### config.mk
export PLATFORM = sky130hd
export DESIGN_NAME = synapse_accum_flat
export DESIGN_NICKNAME = d
export VERILOG_FILES = /design/src/rtl/snn_pkg.sv /design/src/rtl/synapse_accum_if.sv /design/src/rtl/sat_add_step.sv /design/src/rtl/synapse_accum.sv /design/src/flat_wrapper.sv
export SDC_FILE = /design/constraint.sdc
export NUM_CORES = 1
export LEC_CHECK = 0
export BUFFER_PORTS_ARGS = -buffer_cell sky130_fd_sc_hd__buf_2
export CORE_ASPECT_RATIO = 1.75
export CORE_MARGIN = 2
export CORE_UTILIZATION = 45
export CTS_CLUSTER_DIAMETER = 200
export CTS_CLUSTER_SIZE = 16
export DETAILED_ROUTE_END_ITERATION = 10
export PLACE_DENSITY = 0.68
export RECOVER_POWER = 25
export SLEW_MARGIN = 10
export SYNTH_ARGS = -nofsm -noshare
export SYNTH_HDL_FRONTEND = slang
export SYNTH_SLANG_ARGS = --single-unit
### constraint.sdc
create_clock -name clk -period 3.1 [get_ports clk]
set_input_delay 0 -clock clk [delete_from_list [all_inputs] [get_ports clk]]
set_output_delay 0 -clock clk [all_outputs]
set_load 0.05 [all_outputs]
### src/rtl/snn_pkg.sv
// snn_pkg: shared defaults, FSM encoding and saturation bounds for the SNN datapath
package snn_pkg;
    localparam int DEF_V_SIZE = 4;
    localparam int DEF_W_SIZE = 4;
    localparam int DEF_N_IN = 8;
    typedef enum logic [1:0] {IDLE, ACCUM, DONE} state_t;
    function automatic int sat_max(input int v_size);
        return (1 << (v_size - 1)) - 1;
    endfunction
    function automatic int sat_min(input int v_size);
        return -(1 << (v_size - 1));
    endfunction
endpackage

### src/rtl/synapse_accum_if.sv
// synapse_accum_if: timestep request, spike/weight vectors and accumulated current result
interface synapse_accum_if import snn_pkg::*; #(
    parameter int N_IN = DEF_N_IN,
    parameter int V_SIZE = DEF_V_SIZE,
    parameter int W_SIZE = DEF_W_SIZE
);
    logic start;
    logic [N_IN-1:0] spikes_in;
    logic [N_IN*W_SIZE-1:0] weights;
    logic busy;
    logic out_valid;
    logic signed [V_SIZE-1:0] sum_out;
    modport master (output start, spikes_in, weights, input busy, out_valid, sum_out);
    modport slave (input start, spikes_in, weights, output busy, out_valid, sum_out);
endinterface

### src/rtl/sat_add_step.sv
// sat_add_step: combinational signed saturating add of a weight onto an accumulator
module sat_add_step import snn_pkg::*; #(
    parameter int V_SIZE = DEF_V_SIZE,
    parameter int W_SIZE = DEF_W_SIZE
) (
    input logic signed [V_SIZE-1:0] acc,
    input logic signed [W_SIZE-1:0] w,
    output logic signed [V_SIZE-1:0] sum
);
    localparam logic signed [V_SIZE:0] HI = (V_SIZE + 1)'(sat_max(V_SIZE));
    localparam logic signed [V_SIZE:0] LO = (V_SIZE + 1)'(sat_min(V_SIZE));
    logic signed [V_SIZE:0] raw;
    // one guard bit is enough since W_SIZE <= V_SIZE keeps the true sum in range
    always_comb begin
        raw = {acc[V_SIZE-1], acc} + {{(V_SIZE + 1 - W_SIZE){w[W_SIZE-1]}}, w};
        sum = raw > HI ? HI[V_SIZE-1:0] : raw < LO ? LO[V_SIZE-1:0] : raw[V_SIZE-1:0];
    end
endmodule

### src/rtl/synapse_accum.sv
// synapse_accum: serial saturating spike-weighted sum, one synapse per clock
// Optional SYN_SKIP_ZERO_EN: visit only set spike bits via a priority encoder
module synapse_accum import snn_pkg::*; #(
    parameter int N_IN = DEF_N_IN,
    parameter int V_SIZE = DEF_V_SIZE,
    parameter int W_SIZE = DEF_W_SIZE
) (
    input logic clk,
    input logic rst,
    synapse_accum_if.slave bus
);
    localparam int IW = N_IN > 1 ? $clog2(N_IN) : 1;
    state_t state, nxt;
    logic [N_IN-1:0] spk;
    logic [IW-1:0] idx;
    logic signed [V_SIZE-1:0] acc, step, acc_nxt, sum_r;
    logic signed [W_SIZE-1:0] w_cur;
    logic busy_r, valid_r, last, direct;

    assign w_cur = bus.weights[idx*W_SIZE +: W_SIZE];
    assign acc_nxt = spk[idx] ? step : acc;

    sat_add_step #(.V_SIZE(V_SIZE), .W_SIZE(W_SIZE)) u_step (
        .acc(acc),
        .w(w_cur),
        .sum(step)
    );

`ifdef SYN_SKIP_ZERO_EN
    logic [N_IN-1:0] rem;
    assign rem = spk & ~(N_IN'(1) << idx);
    assign last = rem == '0;
    assign direct = bus.spikes_in == '0;
    // lowest remaining set bit selects the synapse to visit
    always_comb begin
        idx = '0;
        for (int i = N_IN - 1; i >= 0; i--) if (spk[i]) idx = IW'(i);
    end
    // latch spikes on accept, retire each visited bit
    always_ff @(posedge clk) begin
        if (rst) spk <= '0;
        else if (state == IDLE && bus.start) spk <= bus.spikes_in;
        else if (state == ACCUM) spk <= rem;
    end
`else
    assign last = idx == IW'(N_IN - 1);
    assign direct = 1'b0;
    // latch spikes on accept, step the synapse index while accumulating
    always_ff @(posedge clk) begin
        if (rst) begin
            spk <= '0;
            idx <= '0;
        end else if (state == IDLE && bus.start) begin
            spk <= bus.spikes_in;
            idx <= '0;
        end else if (state == ACCUM) begin
            idx <= idx + 1'b1;
        end
    end
`endif

    // state register
    always_ff @(posedge clk) begin
        if (rst) state <= IDLE;
        else state <= nxt;
    end

    // next state: an all-zero vector in skip mode goes straight to DONE
    always_comb begin
        nxt = state;
        unique case (state)
            IDLE: if (bus.start) nxt = direct ? DONE : ACCUM;
            ACCUM: if (last) nxt = DONE;
            default: nxt = IDLE;
        endcase
    end

    // accumulator, registered status and result capture on entry to DONE
    always_ff @(posedge clk) begin
        if (rst) begin
            acc <= '0;
            sum_r <= '0;
            busy_r <= 1'b0;
            valid_r <= 1'b0;
        end else begin
            busy_r <= nxt != IDLE;
            valid_r <= nxt == DONE;
            if (nxt == DONE) sum_r <= state == ACCUM ? acc_nxt : '0;
            if (state == IDLE && bus.start) acc <= '0;
            else if (state == ACCUM) acc <= acc_nxt;
        end
    end

    assign bus.busy = busy_r;
    assign bus.out_valid = valid_r;
    assign bus.sum_out = sum_r;
endmodule

### src/flat_wrapper.sv
// flat-port wrapper written by rule: the top's interface ports become plain ports
module synapse_accum_flat import snn_pkg::*;
#(
    parameter int N_IN = DEF_N_IN,
    parameter int V_SIZE = DEF_V_SIZE,
    parameter int W_SIZE = DEF_W_SIZE
)
  (clk, rst, bus_start, bus_spikes_in, bus_weights, bus_busy, bus_out_valid, bus_sum_out);
  synapse_accum_if #(.N_IN(N_IN), .V_SIZE(V_SIZE), .W_SIZE(W_SIZE)) bus_i ();
  input logic clk;
  input logic rst;
  input wire logic [$bits(bus_i.start)-1:0] bus_start;
  input wire logic [$bits(bus_i.spikes_in)-1:0] bus_spikes_in;
  input wire logic [$bits(bus_i.weights)-1:0] bus_weights;
  output wire logic [$bits(bus_i.busy)-1:0] bus_busy;
  output wire logic [$bits(bus_i.out_valid)-1:0] bus_out_valid;
  output wire logic [$bits(bus_i.sum_out)-1:0] bus_sum_out;
  assign bus_i.start = bus_start;
  assign bus_i.spikes_in = bus_spikes_in;
  assign bus_i.weights = bus_weights;
  assign bus_busy = bus_i.busy;
  assign bus_out_valid = bus_i.out_valid;
  assign bus_sum_out = bus_i.sum_out;
  synapse_accum #(.N_IN(N_IN), .V_SIZE(V_SIZE), .W_SIZE(W_SIZE)) u_core (.clk(clk), .rst(rst), .bus(bus_i));
endmodule
==> impl_metrics.prom, run 1 <==
# TYPE chip_impl_metric gauge
chip_impl_metric{name="drt-wirelength-per-cell",unit="µm"} 15.2
chip_impl_metric{name="floorplan.core_area",unit="mm²"} 0.00333
chip_impl_metric{name="drt.antenna.violating_nets",unit=""} 0
chip_impl_metric{name="share_of_total_power_in_sequential_cells",unit=""} 0.484
chip_impl_metric{name="via_count",unit=""} 1366
chip_impl_metric{name="layout.nets",unit=""} 254
chip_impl_metric{name="mapped_cells",unit=""} 149
chip_impl_metric{name="insertion_delay",unit="ns"} 0.26
chip_impl_metric{name="maxSlewViolCount",unit=""} 0
chip_impl_metric{name="max_stage_delay",unit="ns"} 0.55
chip_impl_metric{name="leakage",unit="nW"} 0.817
chip_impl_metric{name="synth_largest_type_area_fraction",unit=""} 0.300
chip_impl_metric{name="first_global_vias",unit=""} 1413
chip_impl_metric{name="cp_max_fo",unit=""} 11
chip_impl_metric{name="post-cts-setup-buffers",unit=""} 0
chip_impl_metric{name="drt_pre_antenna_iters",unit=""} 4
chip_impl_metric{name="worst_ep_arrival_time",unit="ns"} 3.10
chip_impl_info{name="run_status",value="finished with violations"} 1
chip_impl_info{name="hp-class",value="in -> reg"} 1
chip_impl_metric{name="fin_worst_hold_slack",unit="ns"} -0.00568
chip_impl_info{name="critPathSlowestCell",value="mux4_1"} 1
chip_impl_metric{name="netSwitchingFraction",unit=""} 0.263
chip_impl_metric{name="clock-sinks",unit=""} 23
chip_impl_metric{name="max_slew.worst_pin.slew",unit="ns"} 0.844
chip_impl_metric{name="multi_input_comb_area",unit="mm²"} 0.00102
chip_impl_metric{name="cap_viol_max_count",unit=""} 0
chip_impl_metric{name="maximum_buffer_depth_of_the_clock_tree",unit=""} 2
chip_impl_metric{name="powerDensity",unit="mW/mm²"} 335
chip_impl_metric{name="yosysUniqueCellTypes",unit=""} 41
chip_impl_metric{name="ys_warn_count",unit=""} 0
chip_impl_metric{name="antenna_violations_before_repair",unit=""} 0
chip_impl_metric{name="postSynthNetCount",unit=""} 199
chip_impl_metric{name="chipWidth",unit="µm"} 48.1
chip_impl_info{name="rsz0062_at_grt",value="no"} 1
chip_impl_info{name="setup.worst_path.end_class",value="flip-flop"} 1
chip_impl_metric{name="number_of_failing_setup_endpoints_in_the_final_timing_report",unit=""} 0
chip_impl_info{name="worstPathCellList",value="buf_4 -> mux4_1 -> mux2_2 -> ha_1 -> a2111oi_1 -> a31o_2 -> o21bai_1 -> a221oi_2 -> nor3_1"} 1
chip_impl_metric{name="share_clk_of_total_power",unit=""} 0.277
chip_impl_metric{name="critPathRequiredTime",unit="ns"} 3.25
chip_impl_metric{name="clock_tree.htree_level_count",unit=""} 1
chip_impl_metric{name="total_power",unit="mW"} 0.649
chip_impl_metric{name="finalWorstPathRequiredPeriod",unit="ns"} 2.95
chip_impl_metric{name="fp-row-count",unit=""} 28
chip_impl_metric{name="power_switching",unit="mW"} 0.171
chip_impl_info{name="synth_top_area_cell",value="dfxtp_1"} 1
chip_impl_metric{name="p_comb_frac",unit=""} 0.239
chip_impl_metric{name="seq_area_frac_synth",unit=""} 0.300
chip_impl_metric{name="placement.io_buffers",unit=""} 48
chip_impl_metric{name="grt_first_pass_wirelength",unit="mm"} 6.00
chip_impl_metric{name="regArea",unit="µm²"} 464
chip_impl_metric{name="flow.area_growth_from_synthesis",unit="%"} 26.4
chip_impl_metric{name="drt_iter0_markers",unit=""} 22
chip_impl_metric{name="peakVddDrop",unit="mV"} 0.317
chip_impl_metric{name="synth_area_per_cell",unit="µm²"} 10.3
chip_impl_metric{name="final_instance_area",unit="mm²"} 0.00194
chip_impl_metric{name="final_hold_viol_count",unit=""} 2
chip_impl_metric{name="insertedDiodeCount",unit=""} 0
chip_impl_metric{name="floorplan.die_area",unit="mm²"} 0.00391
chip_impl_info{name="critical-path-top-delay-family",value="compound AO/OA/AOI/OAI gates"} 1
chip_impl_metric{name="ratio_of_routed_vias_to_standard_cells",unit=""} 5.51
chip_impl_metric{name="hpwl",unit="mm"} 3.09
chip_impl_metric{name="finalWirelength",unit="mm"} 3.77
chip_impl_metric{name="route.detailed.drc",unit=""} 0
chip_impl_metric{name="fmax",unit="MHz"} 339
chip_impl_info{name="worstSetupStartpointType",value="flip-flop"} 1
chip_impl_metric{name="critical_path_buffers_and_inverters",unit=""} 1
chip_impl_metric{name="worst_clock_skew",unit="ns"} 0.00242
chip_impl_info{name="violations",value="negative hold slack"} 1
chip_impl_metric{name="grt_util_all_layers",unit=""} 0.217
chip_impl_info{name="ctsRootBufferMaster",value="clkbuf_8"} 1
chip_impl_metric{name="intPower",unit="mW"} 0.478
chip_impl_metric{name="ys_ff_latch",unit=""} 23
chip_impl_metric{name="die-height",unit="µm"} 81.2
chip_impl_metric{name="grt_remaining_overflow",unit=""} 0
chip_impl_metric{name="slew_headroom",unit=""} 0.435
chip_impl_metric{name="post-route-period-util",unit=""} 0.953
chip_impl_metric{name="placement.cell_area",unit="mm²"} 0.00183
chip_impl_metric{name="final.fill_count",unit=""} 312
chip_impl_info{name="tritoncts",value="built"} 1
chip_impl_metric{name="drive_above_1_share",unit=""} 0.335
chip_impl_info{name="synth.area.top_cells",value="dfxtp_1 30%, mux4_1 15%, mux2i_1 7.8%"} 1
chip_impl_metric{name="floorplan.initialDensity",unit=""} 0.461
chip_impl_metric{name="clkSlewWorstSetupHoldPaths",unit="ns"} 0.08
chip_impl_info{name="worstSetupPathType",value="reg -> reg"} 1
chip_impl_metric{name="grt_max_degree",unit=""} 17
chip_impl_metric{name="place.gp.congestion",unit=""} 0.805
chip_impl_metric{name="mappedNetlistArea",unit="mm²"} 0.00153
chip_impl_metric{name="pin_count",unit=""} 49
chip_impl_metric{name="numCtsBuffers",unit=""} 3
tightest hold or removal path, stage by stage:
cell and delay, ns:
buf_2 0.08, mux2i_1 0.06, nor2_1 0.08
what timing repair did:
action	in CTS	in global routing
cloned	0	0
setup endpoints to repair	3	5
hold buffers	6	0
endpoints found under the hold margin	6	0
resized for setup	1	5
stage by stage:
| step | TNS [ns] | util | hold slack (ns) | setup slack, ns | cells |
|---|---|---|---|---|---|
| after CTS | 0 | 0.582 | 0.000340 | 0.0317 | 248 |
| after floorplan | 0 | - | 0.0691 | 0.227 | 149 |
| after global placement | 0 | 0.549 | 0.236 | 0.0481 | 238 |
| after detailed placement | -0.131 | 0.549 | 0.249 | -0.0897 | 238 |
| final | 0 | 0.582 | -0.00568 | 0.147 | 248 |
| after global routing | 0 | 0.582 | 0.00216 | 0.0248 | 248 |
worst paths after layout:
kind	cells after the start	from	to	slack, ns
max	9	u_core.idx[0]	u_core.bus.sum_out[0]	0.15
min	3	bus_spikes_in[4]	u_core.spk[4]	-0.006
min reg2reg	2	u_core.bus.sum_out[3]	u_core.bus.sum_out[3]	0.46
max reg2reg	9	u_core.idx[0]	u_core.bus.sum_out[0]	0.15
cell usage in the layout, fill, tap and decap left out, types with 5 or more instances in the layout:
cell / n
dlygate4sd3_1: 6
dfxtp_1: 22
mux2i_1: 12
buf_4: 6
buf_2: 42
nand2b_1: 6
mux4_1: 9
nor2_1: 22
clkbuf_1: 6
nand2_1: 5
a21oi_1: 5
ha_1: 6
synth_stat cells, drive strengths merged:
cell type and instances:
dfxtp 23, nor2 22, mux2i 13, mux4 10, clkbuf 8, ha 6
nand2b 6, nor3 6, a21oi 5, nand2 5, a211oi 4, inv 4
nand3 4, mux2 3, nor3b 3, o21ai 3, a221oi 2, buf 2
o211ai 2, o311ai 2, or2 2, a2111oi 1, a21o 1, a2bb2oi 1
a31o 1, and2 1, and3 1, fa 1, nand3b 1, nand4 1
nand4b 1, nor4bb 1, o21bai 1, or4b 1, xnor2 1
kinds of logic after synthesis:
family                   Yosys count  share of synthesized area
buffers and inverters             14                     0.0400
AO/OA/AOI/OAI                     23                      0.113
adder cells (fa/ha/maj)            7                     0.0620
multiplexers                      26                      0.284
AND/OR/NAND/NOR                   55                      0.194
XOR/XNOR                           1                    0.00572
flip-flops                        23                      0.300
layout make-up:
cell class | count | area share
tap | 45 | 0.0291
sequential | 23 | 0.240
inverter | 4 | 0.00775
clock buffer | 3 | 0.0213
clock inverter | 1 | 0.00258
timing repair buffer | 60 | 0.174
multi-input combinational | 112 | 0.526
registers in the layout (all words and copies together), names as in the netlist:
signal,flops
u_core.spk,8
u_core.acc,4
u_core.bus.sum_out,4
u_core.idx,3
u_core.state,2
u_core.bus.busy,1
u_core.bus.out_valid,1
power by group through the flow:
| stage | Clock [mW] | Combinational, mW | Sequential, mW |
|---|---|---|---|
| 2_1_floorplan | 0 | 0.0977 | 0.321 |
| 3_3_place_gp | 0 | 0.141 | 0.320 |
| 3_5_place_dp | 0 | 0.147 | 0.321 |
| 4_1_cts | 0.185 | 0.154 | 0.315 |
| 5_1_grt | 0.198 | 0.168 | 0.316 |
| 6_report | 0.180 | 0.155 | 0.314 |
metal layers:
layer  up-vias  share of wire  GRT usage
met5         -              0          0
met4         0          0.022     0.0946
li1        673              -          -
met1       666           0.36      0.191
met3         8          0.015     0.0356
met2        19           0.61      0.428
Power figures use the tool's default switching activity.
==> run 2: changes to the inputs <==
--- a/config.mk
+++ b/config.mk
@@ -12,9 +12,10 @@
 export CTS_CLUSTER_DIAMETER = 200
 export CTS_CLUSTER_SIZE = 16
 export DETAILED_ROUTE_END_ITERATION = 10
-export PLACE_DENSITY = 0.68
+export PLACE_DENSITY = 0.7
 export RECOVER_POWER = 25
 export SLEW_MARGIN = 10
 export SYNTH_ARGS = -nofsm -noshare
 export SYNTH_HDL_FRONTEND = slang
+export SYNTH_HIERARCHICAL = 1
 export SYNTH_SLANG_ARGS = --single-unit
==> run 2 against run 1 <==
The run now ends clean. Clock power about the same. Synthesized area down 4.6%. Cell count down 2.4%. Global-route usage down 0.50 points. Setup slack better by 0.0092 ns. Clock skew up 0.0024 ns. Sequential share of layout area up 0.68 points. Largest power group unchanged.
==> impl_metrics.prom, run 2 <==
# TYPE chip_impl_metric gauge
chip_impl_info{name="run_status",value="finished clean"} 1
chip_impl_metric{name="clock-sinks",unit=""} 23
chip_impl_metric{name="drive_above_1_share",unit=""} 0.362
chip_impl_metric{name="worst_slack_at_placement",unit="ns"} 0.0609
chip_impl_metric{name="grt_remaining_overflow",unit=""} 0
chip_impl_metric{name="mappedNetlistArea",unit="mm²"} 0.00146
chip_impl_metric{name="numCtsBuffers",unit=""} 3
chip_impl_metric{name="drt.antenna.violating_nets",unit=""} 0
chip_impl_info{name="hp-class",value="in -> reg"} 1
chip_impl_metric{name="die-height",unit="µm"} 79.4
chip_impl_metric{name="synth-edff-count",unit=""} 0
chip_impl_info{name="reg_to_reg_start",value="u_core/idx[0]"} 1
chip_impl_metric{name="first_global_vias",unit=""} 1324
chip_impl_metric{name="placed_cells_incl_taps",unit=""} 231
chip_impl_metric{name="cap_viol_max_count",unit=""} 0
chip_impl_info{name="synth_commonest_cells",value="23 x dfxtp_1, 18 x mux2i_1, 16 x nand2_1"} 1
chip_impl_metric{name="yosysUniqueCellTypes",unit=""} 35
chip_impl_metric{name="antenna_violations_before_repair",unit=""} 0
chip_impl_info{name="rsz0062_at_grt",value="no"} 1
chip_impl_metric{name="peakVddDrop",unit="mV"} 0.355
chip_impl_info{name="synthMostInstantiatedCell",value="dfxtp_1"} 1
chip_impl_info{name="tritoncts",value="built"} 1
chip_impl_info{name="setup.worst_path.end_class",value="flip-flop"} 1
chip_impl_metric{name="drt-wirelength-per-cell",unit="µm"} 14.8
chip_impl_metric{name="mapped_cells",unit=""} 144
chip_impl_metric{name="flow.area_growth_from_synthesis",unit="%"} 28.1
chip_impl_metric{name="ys_ff_latch",unit=""} 23
chip_impl_metric{name="finalWirelength",unit="mm"} 3.58
chip_impl_metric{name="pin_count",unit=""} 49
chip_impl_metric{name="drt_pre_antenna_iters",unit=""} 4
chip_impl_metric{name="synth_area_per_cell",unit="µm²"} 10.2
chip_impl_metric{name="place.gp.congestion",unit=""} 0.859
chip_impl_metric{name="seq_area_frac_synth",unit=""} 0.315
chip_impl_metric{name="worst_clock_skew",unit="ns"} 0.00481
chip_impl_metric{name="chipWidth",unit="µm"} 47.1
chip_impl_metric{name="post_layout_nonfiller_instances",unit=""} 242
chip_impl_metric{name="xor_xnor_fraction_of_synth_area",unit=""} 0
chip_impl_info{name="synth_top_family_by_area",value="multiplexers"} 1
chip_impl_metric{name="leakage",unit="nW"} 0.825
chip_impl_metric{name="largest_register_ff_count",unit=""} 8
chip_impl_info{name="ctsRootBufferMaster",value="clkbuf_8"} 1
chip_impl_metric{name="critPathRequiredTime",unit="ns"} 3.25
chip_impl_metric{name="cp_max_fo",unit=""} 5
chip_impl_metric{name="timing.setup.tns",unit="ns"} 0
chip_impl_metric{name="worst_ep_arrival_time",unit="ns"} 3.09
chip_impl_info{name="reg2reg_to",value="u_core/bus.sum_out[0]"} 1
chip_impl_metric{name="via_count",unit=""} 1273
chip_impl_metric{name="number_of_failing_setup_endpoints_in_the_final_timing_report",unit=""} 0
chip_impl_info{name="synth_top_area_cell",value="dfxtp_1"} 1
chip_impl_metric{name="r2r_slack",unit="ns"} 0.16
chip_impl_metric{name="floorplan.initialDensity",unit=""} 0.466
chip_impl_metric{name="asyncSetResetFlopFracSynth",unit=""} 0
chip_impl_metric{name="ratio_of_routed_vias_to_standard_cells",unit=""} 5.26
chip_impl_info{name="synth.area.top_cells",value="dfxtp_1 31%, mux4_2 15%, mux2i_1 12%"} 1
chip_impl_metric{name="insertedDiodeCount",unit=""} 0
chip_impl_metric{name="rr_worst_depth",unit=""} 11
chip_impl_info{name="synth_top_flop_cell",value="dfxtp_1"} 1
chip_impl_metric{name="synth_simple_gate_area_frac",unit=""} 0.128
chip_impl_metric{name="final_hold_viol_count",unit=""} 0
chip_impl_metric{name="insertion_delay",unit="ns"} 0.26
chip_impl_metric{name="drt_iter0_markers",unit=""} 50
chip_impl_info{name="max_flop_register",value="u_core/spk"} 1
chip_impl_info{name="layout_commonest_cell",value="buf_2"} 1
chip_impl_metric{name="fin_worst_hold_slack",unit="ns"} 0.00255
chip_impl_metric{name="clkSlewWorstSetupHoldPaths",unit="ns"} 0.08
chip_impl_metric{name="grt_first_pass_wirelength",unit="mm"} 5.87
chip_impl_metric{name="placement.io_buffers",unit=""} 48
chip_impl_info{name="hold_path_end",value="u_core/spk[3]"} 1
chip_impl_metric{name="maximum_buffer_depth_of_the_clock_tree",unit=""} 2
chip_impl_metric{name="clock_tree.htree_level_count",unit=""} 1
chip_impl_metric{name="final.fill_count",unit=""} 284
chip_impl_metric{name="fmax",unit="MHz"} 340
chip_impl_metric{name="synth-adder-area-share",unit=""} 0.0787
chip_impl_metric{name="postSynthNetCount",unit=""} 194
chip_impl_metric{name="synth_largest_type_area_fraction",unit=""} 0.315
chip_impl_metric{name="synthMuxAreaShare",unit=""} 0.331
chip_impl_metric{name="ys_warn_count",unit=""} 6
chip_impl_metric{name="route.detailed.drc",unit=""} 0
chip_impl_metric{name="min_delay_path_depth",unit=""} 3
chip_impl_metric{name="hpwl",unit="mm"} 2.92
chip_impl_metric{name="finalWorstPathRequiredPeriod",unit="ns"} 2.94
chip_impl_metric{name="maxSlewViolCount",unit=""} 0
chip_impl_info{name="most-common-layout-cells",value="42 x buf_2, 22 x dfxtp_1, 18 x mux2i_1"} 1
chip_impl_metric{name="layout.nets",unit=""} 250
chip_impl_info{name="min-delay-start",value="bus_spikes_in[3]"} 1
chip_impl_metric{name="grt_util_all_layers",unit=""} 0.212
chip_impl_metric{name="post-route-period-util",unit=""} 0.950
chip_impl_info{name="worstSetupStartpointType",value="flip-flop"} 1
chip_impl_info{name="worstSetupPathType",value="reg -> reg"} 1
chip_impl_metric{name="fp-row-count",unit=""} 27
chip_impl_metric{name="powerDensity",unit="mW/mm²"} 351
chip_impl_metric{name="finalWorstSetupSlack",unit="ns"} 0.156
chip_impl_metric{name="synth_compound_gate_area_share",unit=""} 0.105
chip_impl_metric{name="floorplan.die_area",unit="mm²"} 0.00374
chip_impl_metric{name="floorplan.core_area",unit="mm²"} 0.00314
chip_impl_metric{name="grt_max_degree",unit=""} 16
chip_impl_metric{name="max_slew.worst_pin.slew",unit="ns"} 0.601
chip_impl_metric{name="slew_headroom",unit=""} 0.601
==> run 2: worst max-delay path, cell delays in order (launching register included) <==
cell       delay (ns)
dfxtp_2          0.42
mux4_2           0.51
mux2_2           0.28
ha_1             0.21
inv_1            0.08
fa_1             0.26
nand2_1          0.09
or4_4            0.50
a2bb2oi_2        0.15
mux2i_1          0.09
mux2i_1          0.16
o21ai_1          0.08
==> run 2: cells by family (layout without fill, tap and decap cells) <==
group,after synthesis,count (layout)
compound gates,22,22
fa+ha+maj,9,9
buf+inv,15,70
flops,23,23
mux,34,34
simple gates,41,41
==> run 2: final cells by class <==
type	instances	area, µm²	area share
Clock inverter	1	5.00	0.00267
Tap cell	43	53.8	0.0287
Inverter	7	26.3	0.0140
Sequential cell	23	462	0.246
Clock buffer	3	41.3	0.0220
Multi-Input combinational cell	106	941	0.502
Timing Repair Buffer	59	345	0.184
==> run 2: repair_timing <==
action,4_1_cts,5_1_grt
hold buffers,7,0
gates resized for setup,0,1
setup endpoints to repair,0,1
endpoints found under the hold margin,7,0
setup buffers,0,0
==> run 2: worst max path at each step <==
stage	from	endpoint	slack (ns)	depth (start not counted)
6_report	u_core/idx[0]	u_core/bus.sum_out[0]	0.16	11
5_1_grt	u_core/idx[0]	u_core/bus.sum_out[0]	0.03	10
4_1_cts	u_core/idx[0]	u_core/bus.sum_out[0]	0.04	11
3_5_place_dp	u_core/idx[0]	u_core/bus.sum_out[0]	0.06	11
3_3_place_gp	u_core/idx[0]	u_core/bus.sum_out[0]	0.17	11
2_1_floorplan	u_core/idx[0]	u_core/bus.sum_out[0]	0.07	12
==> run 2: metrics by stage <==
step	cell area [µm²]	total power, mW	util
finish	1870	0.658	0.597
global placement	1760	0.469	0.562
CTS	1880	0.665	0.599
global route	1870	0.694	0.597
detailed placement	1760	0.474	0.562
floorplan	1460	0.421	-
==> run 2: power breakdown <==
group          total [mW]  switching (mW)  internal [mW]
combinational       0.161          0.0706         0.0903
sequential          0.314         0.00850          0.306
clock               0.183          0.0929         0.0897
==> run 2: metal layers <==
| layer | vias up | routed length [µm] | track usage |
|---|---|---|---|
| li1 | 629 | - | - |
| met3 | 6 | 101 | 0.0226 |
| met5 | - | 0 | 0 |
| met2 | 35 | 2200 | 0.395 |
| met1 | 603 | 1250 | 0.246 |
| met4 | 0 | 28 | 0.0417 |
==> run 3: changes to the inputs <==
--- a/config.mk
+++ b/config.mk
@@ -5,6 +5,7 @@
 export SDC_FILE = /design/constraint.sdc
 export NUM_CORES = 1
 export LEC_CHECK = 0
+export ABC_AREA = 1
 export BUFFER_PORTS_ARGS = -buffer_cell sky130_fd_sc_hd__buf_2
 export CORE_ASPECT_RATIO = 1.75
 export CORE_MARGIN = 2
@@ -12,7 +13,8 @@
 export CTS_CLUSTER_DIAMETER = 200
 export CTS_CLUSTER_SIZE = 16
 export DETAILED_ROUTE_END_ITERATION = 10
-export PLACE_DENSITY = 0.7
+export GPL_TIMING_DRIVEN = 0
+export PLACE_DENSITY = 0.69
 export RECOVER_POWER = 25
 export SLEW_MARGIN = 10
 export SYNTH_ARGS = -nofsm -noshare
==> run 3 against run 2 <==
Sequential power barely moved. Clock skew fell by 0.0020 ns. Flip-flop and latch count did not move. Combinational power rose by 7%. Wire length fell by 5.2%. Non-clock buffer count fell by 4. Clock power fell by 4%. Critical path depth rose by 9. Worst hold slack improved by 0.017 ns. Critical path type unchanged. Critical endpoint unchanged. Largest cell class unchanged. Highest routed layer unchanged.
==> impl_metrics.prom, run 3 <==
# TYPE chip_impl_metric gauge
chip_impl_info{name="synthMostInstantiatedCell",value="nand2_1"} 1
chip_impl_metric{name="power_switching",unit="mW"} 0.191
chip_impl_metric{name="fp-row-count",unit=""} 27
chip_impl_metric{name="clock-sinks",unit=""} 23
chip_impl_metric{name="asyncSetResetFlopFracSynth",unit=""} 0
chip_impl_metric{name="grt_max_degree",unit=""} 13
chip_impl_metric{name="yosysUniqueCellTypes",unit=""} 21
chip_impl_info{name="layout_commonest_cell",value="buf_2"} 1
chip_impl_metric{name="insertion_delay",unit="ns"} 0.25
chip_impl_metric{name="hpwl",unit="mm"} 2.75
chip_impl_metric{name="post-cts-setup-buffers",unit=""} 0
chip_impl_metric{name="grt_remaining_overflow",unit=""} 0
chip_impl_metric{name="ys_warn_count",unit=""} 6
chip_impl_metric{name="first_global_vias",unit=""} 1280
chip_impl_metric{name="hold_buffers",unit=""} 0
chip_impl_metric{name="post-route-period-util",unit=""} 0.907
chip_impl_info{name="global_route_hottest_layer",value="met2"} 1
chip_impl_metric{name="fin_worst_hold_slack",unit="ns"} 0.0191
chip_impl_metric{name="drive_above_1_share",unit=""} 0.273
chip_impl_metric{name="seq_area_frac_synth",unit=""} 0.309
chip_impl_metric{name="drt-wirelength-per-cell",unit="µm"} 10.8
chip_impl_info{name="worstSetupPathType",value="reg -> reg"} 1
chip_impl_metric{name="ratio_of_routed_vias_to_standard_cells",unit=""} 4.82
chip_impl_metric{name="grt_util_all_layers",unit=""} 0.181
chip_impl_metric{name="antenna_violations_before_repair",unit=""} 0
chip_impl_metric{name="postSynthNetCount",unit=""} 270
chip_impl_metric{name="mapped_cells",unit=""} 220
chip_impl_metric{name="layout.nets",unit=""} 322
chip_impl_metric{name="finalWorstPathRequiredPeriod",unit="ns"} 2.81
chip_impl_info{name="max_flop_register",value="u_core/spk"} 1
chip_impl_metric{name="drt.antenna.violating_nets",unit=""} 0
chip_impl_metric{name="grt_first_pass_wirelength",unit="mm"} 5.18
chip_impl_info{name="tritoncts",value="built"} 1
chip_impl_metric{name="floorplan.core_area",unit="mm²"} 0.00314
chip_impl_metric{name="peakVddDrop",unit="mV"} 0.306
chip_impl_info{name="worstSetupStartpointType",value="flip-flop"} 1
chip_impl_metric{name="worst_clock_skew",unit="ns"} 0.00280
chip_impl_info{name="hp-class",value="in -> reg"} 1
chip_impl_metric{name="clock_tree.htree_level_count",unit=""} 1
chip_impl_metric{name="maximum_buffer_depth_of_the_clock_tree",unit=""} 2
chip_impl_metric{name="place.gp.congestion",unit=""} 0.795
chip_impl_metric{name="floorplan.initialDensity",unit=""} 0.475
chip_impl_metric{name="slew_headroom",unit=""} 0.605
chip_impl_metric{name="grt_use_met3",unit=""} 0.0157
chip_impl_metric{name="critPathRequiredTime",unit="ns"} 3.29
chip_impl_metric{name="mappedNetlistArea",unit="mm²"} 0.00149
chip_impl_metric{name="pin_count",unit=""} 49
chip_impl_metric{name="max_slew.worst_pin.slew",unit="ns"} 0.595
chip_impl_info{name="rsz0062_at_grt",value="no"} 1
chip_impl_metric{name="finalWorstSetupSlack",unit="ns"} 0.289
chip_impl_metric{name="via_count",unit=""} 1512
chip_impl_metric{name="synth_largest_type_area_fraction",unit=""} 0.309
chip_impl_metric{name="maxSlewViolCount",unit=""} 0
chip_impl_metric{name="cap_viol_max_count",unit=""} 0
chip_impl_info{name="synth_commonest_cells",value="37 x nand2_1, 35 x nor2_1, 25 x o21ai_0"} 1
chip_impl_info{name="run_status",value="finished clean"} 1
chip_impl_metric{name="cts_resized",unit=""} 0
chip_impl_metric{name="fmax",unit="MHz"} 356
chip_impl_info{name="most-common-layout-cells",value="43 x buf_2, 37 x nand2_1, 35 x nor2_1"} 1
chip_impl_info{name="synth_top_flop_cell",value="dfxtp_1"} 1
chip_impl_metric{name="share_of_total_power_in_sequential_cells",unit=""} 0.474
chip_impl_metric{name="route.detailed.drc",unit=""} 0
chip_impl_metric{name="global_route.usage.met2",unit=""} 0.320
chip_impl_metric{name="floorplan.die_area",unit="mm²"} 0.00381
chip_impl_info{name="synth_top_area_cell",value="dfxtp_1"} 1
chip_impl_metric{name="synth_area_per_cell",unit="µm²"} 6.78
chip_impl_metric{name="placement.io_buffers",unit=""} 47
chip_impl_metric{name="worst_slack_at_placement",unit="ns"} 0.180
chip_impl_metric{name="largest_register_ff_count",unit=""} 8
chip_impl_metric{name="drt_pre_antenna_iters",unit=""} 4
chip_impl_metric{name="flow.area_growth_from_synthesis",unit="%"} 22.1
chip_impl_metric{name="finalWirelength",unit="mm"} 3.39
chip_impl_metric{name="numCtsBuffers",unit=""} 3
chip_impl_metric{name="insertedDiodeCount",unit=""} 0
chip_impl_metric{name="ys_ff_latch",unit=""} 23
chip_impl_metric{name="cp_max_fo",unit=""} 10
chip_impl_metric{name="netSwitchingFraction",unit=""} 0.289
chip_impl_metric{name="chipWidth",unit="µm"} 47.5
chip_impl_metric{name="leakage",unit="nW"} 0.834
chip_impl_metric{name="powerDensity",unit="mW/mm²"} 364
chip_impl_info{name="ctsRootBufferMaster",value="clkbuf_8"} 1
chip_impl_metric{name="final_hold_viol_count",unit=""} 0
chip_impl_metric{name="worst_ep_arrival_time",unit="ns"} 3.00
chip_impl_metric{name="die-height",unit="µm"} 80.2
chip_impl_metric{name="timing.setup.tns",unit="ns"} 0
chip_impl_metric{name="intPower",unit="mW"} 0.471
chip_impl_info{name="setup.worst_path.end_class",value="flip-flop"} 1
chip_impl_info{name="synth.area.top_cells",value="dfxtp_1 31%, nand2_1 9.3%, nor2_1 8.8%"} 1
chip_impl_metric{name="clkSlewWorstSetupHoldPaths",unit="ns"} 0.07
chip_impl_metric{name="share_clk_of_total_power",unit=""} 0.264
chip_impl_metric{name="number_of_failing_setup_endpoints_in_the_final_timing_report",unit=""} 0
chip_impl_metric{name="synth-edff-count",unit=""} 0
chip_impl_metric{name="p_comb_frac",unit=""} 0.262
chip_impl_metric{name="drt_iter0_markers",unit=""} 30
chip_impl_metric{name="globalRouteMet1Util",unit=""} 0.210
run 3: path summary, 6_finish.rpt:
kind                          from               endpoint  slack [ns]  cells after the start
setup / recovery     u_core/idx[0]  u_core/bus.sum_out[0]        0.29                     20
hold / removal    bus_spikes_in[1]          u_core/spk[1]        0.02                      3
setup reg to reg     u_core/idx[0]  u_core/bus.sum_out[0]        0.29                     20
hold reg to reg      u_core/spk[2]          u_core/spk[2]        0.46                      2
run 3: through the flow:
| step | util | std cells | power [mW] | area [µm²] |
|---|---|---|---|---|
| finish | 0.579 | 314 | 0.663 | 1820 |
| global route | 0.579 | 314 | 0.710 | 1820 |
| CTS | 0.581 | 314 | 0.675 | 1830 |
| detailed placement | 0.567 | 310 | 0.496 | 1780 |
| global placement | 0.567 | 310 | 0.495 | 1780 |
| floorplan | - | 220 | 0.445 | 1490 |
run 3: power by group through the flow:
stage / Combinational (mW) / Sequential [mW] / Clock, mW
floorplan: 0.121 / 0.324 / 0
global placement: 0.174 / 0.321 / 0
detailed placement: 0.175 / 0.321 / 0
CTS: 0.176 / 0.314 / 0.185
global route: 0.195 / 0.316 / 0.199
finish: 0.173 / 0.314 / 0.175
run 3: layout make-up:
class	count	area, µm²
timing repair buffer	47	228
buffer	8	51.3
fill	354	1320
sequential	23	462
clock buffer	4	45.0
tap	43	53.8
multi-input combinational	168	902
inverter	21	78.8
run 3: routing by layer:
layer | up-vias | wire length [µm]
li1 | 826 | -
met1 | 657 | 1390
met2 | 27 | 1850
met3 | 2 | 118
met4 | 0 | 29
met5 | - | 0
run 3: critical path, cell delays in order, from the launching register on:
cell and delay (ns):
dfxtp_2 0.39, buf_6 0.15, clkbuf_4 0.21, nor2_1 0.06, o22ai_1 0.17, nor2_1 0.06, a31oi_1 0.16, ha_1 0.23
inv_1 0.07, fa_1 0.40, inv_1 0.07, nand2_1 0.05, nand3_2 0.08, nand2_1 0.08, nand3_2 0.08, nand2_1 0.05
nand2_1 0.05, nand3_1 0.09, nand2_2 0.10, nand3_1 0.07, a21oi_1 0.12
run 3: kinds of logic (layout without fill, tap and decap cells):
logic type	after synthesis	count (layout)	synth area share
adder cells (fa/ha/maj)	7	7	0.0638
buffers and inverters	29	80	0.0864
AO/OA/AOI/OAI	54	54	0.188
flip-flops	23	23	0.309
XOR/XNOR	1	1	0.00587
AND/OR/NAND/NOR	106	106	0.347
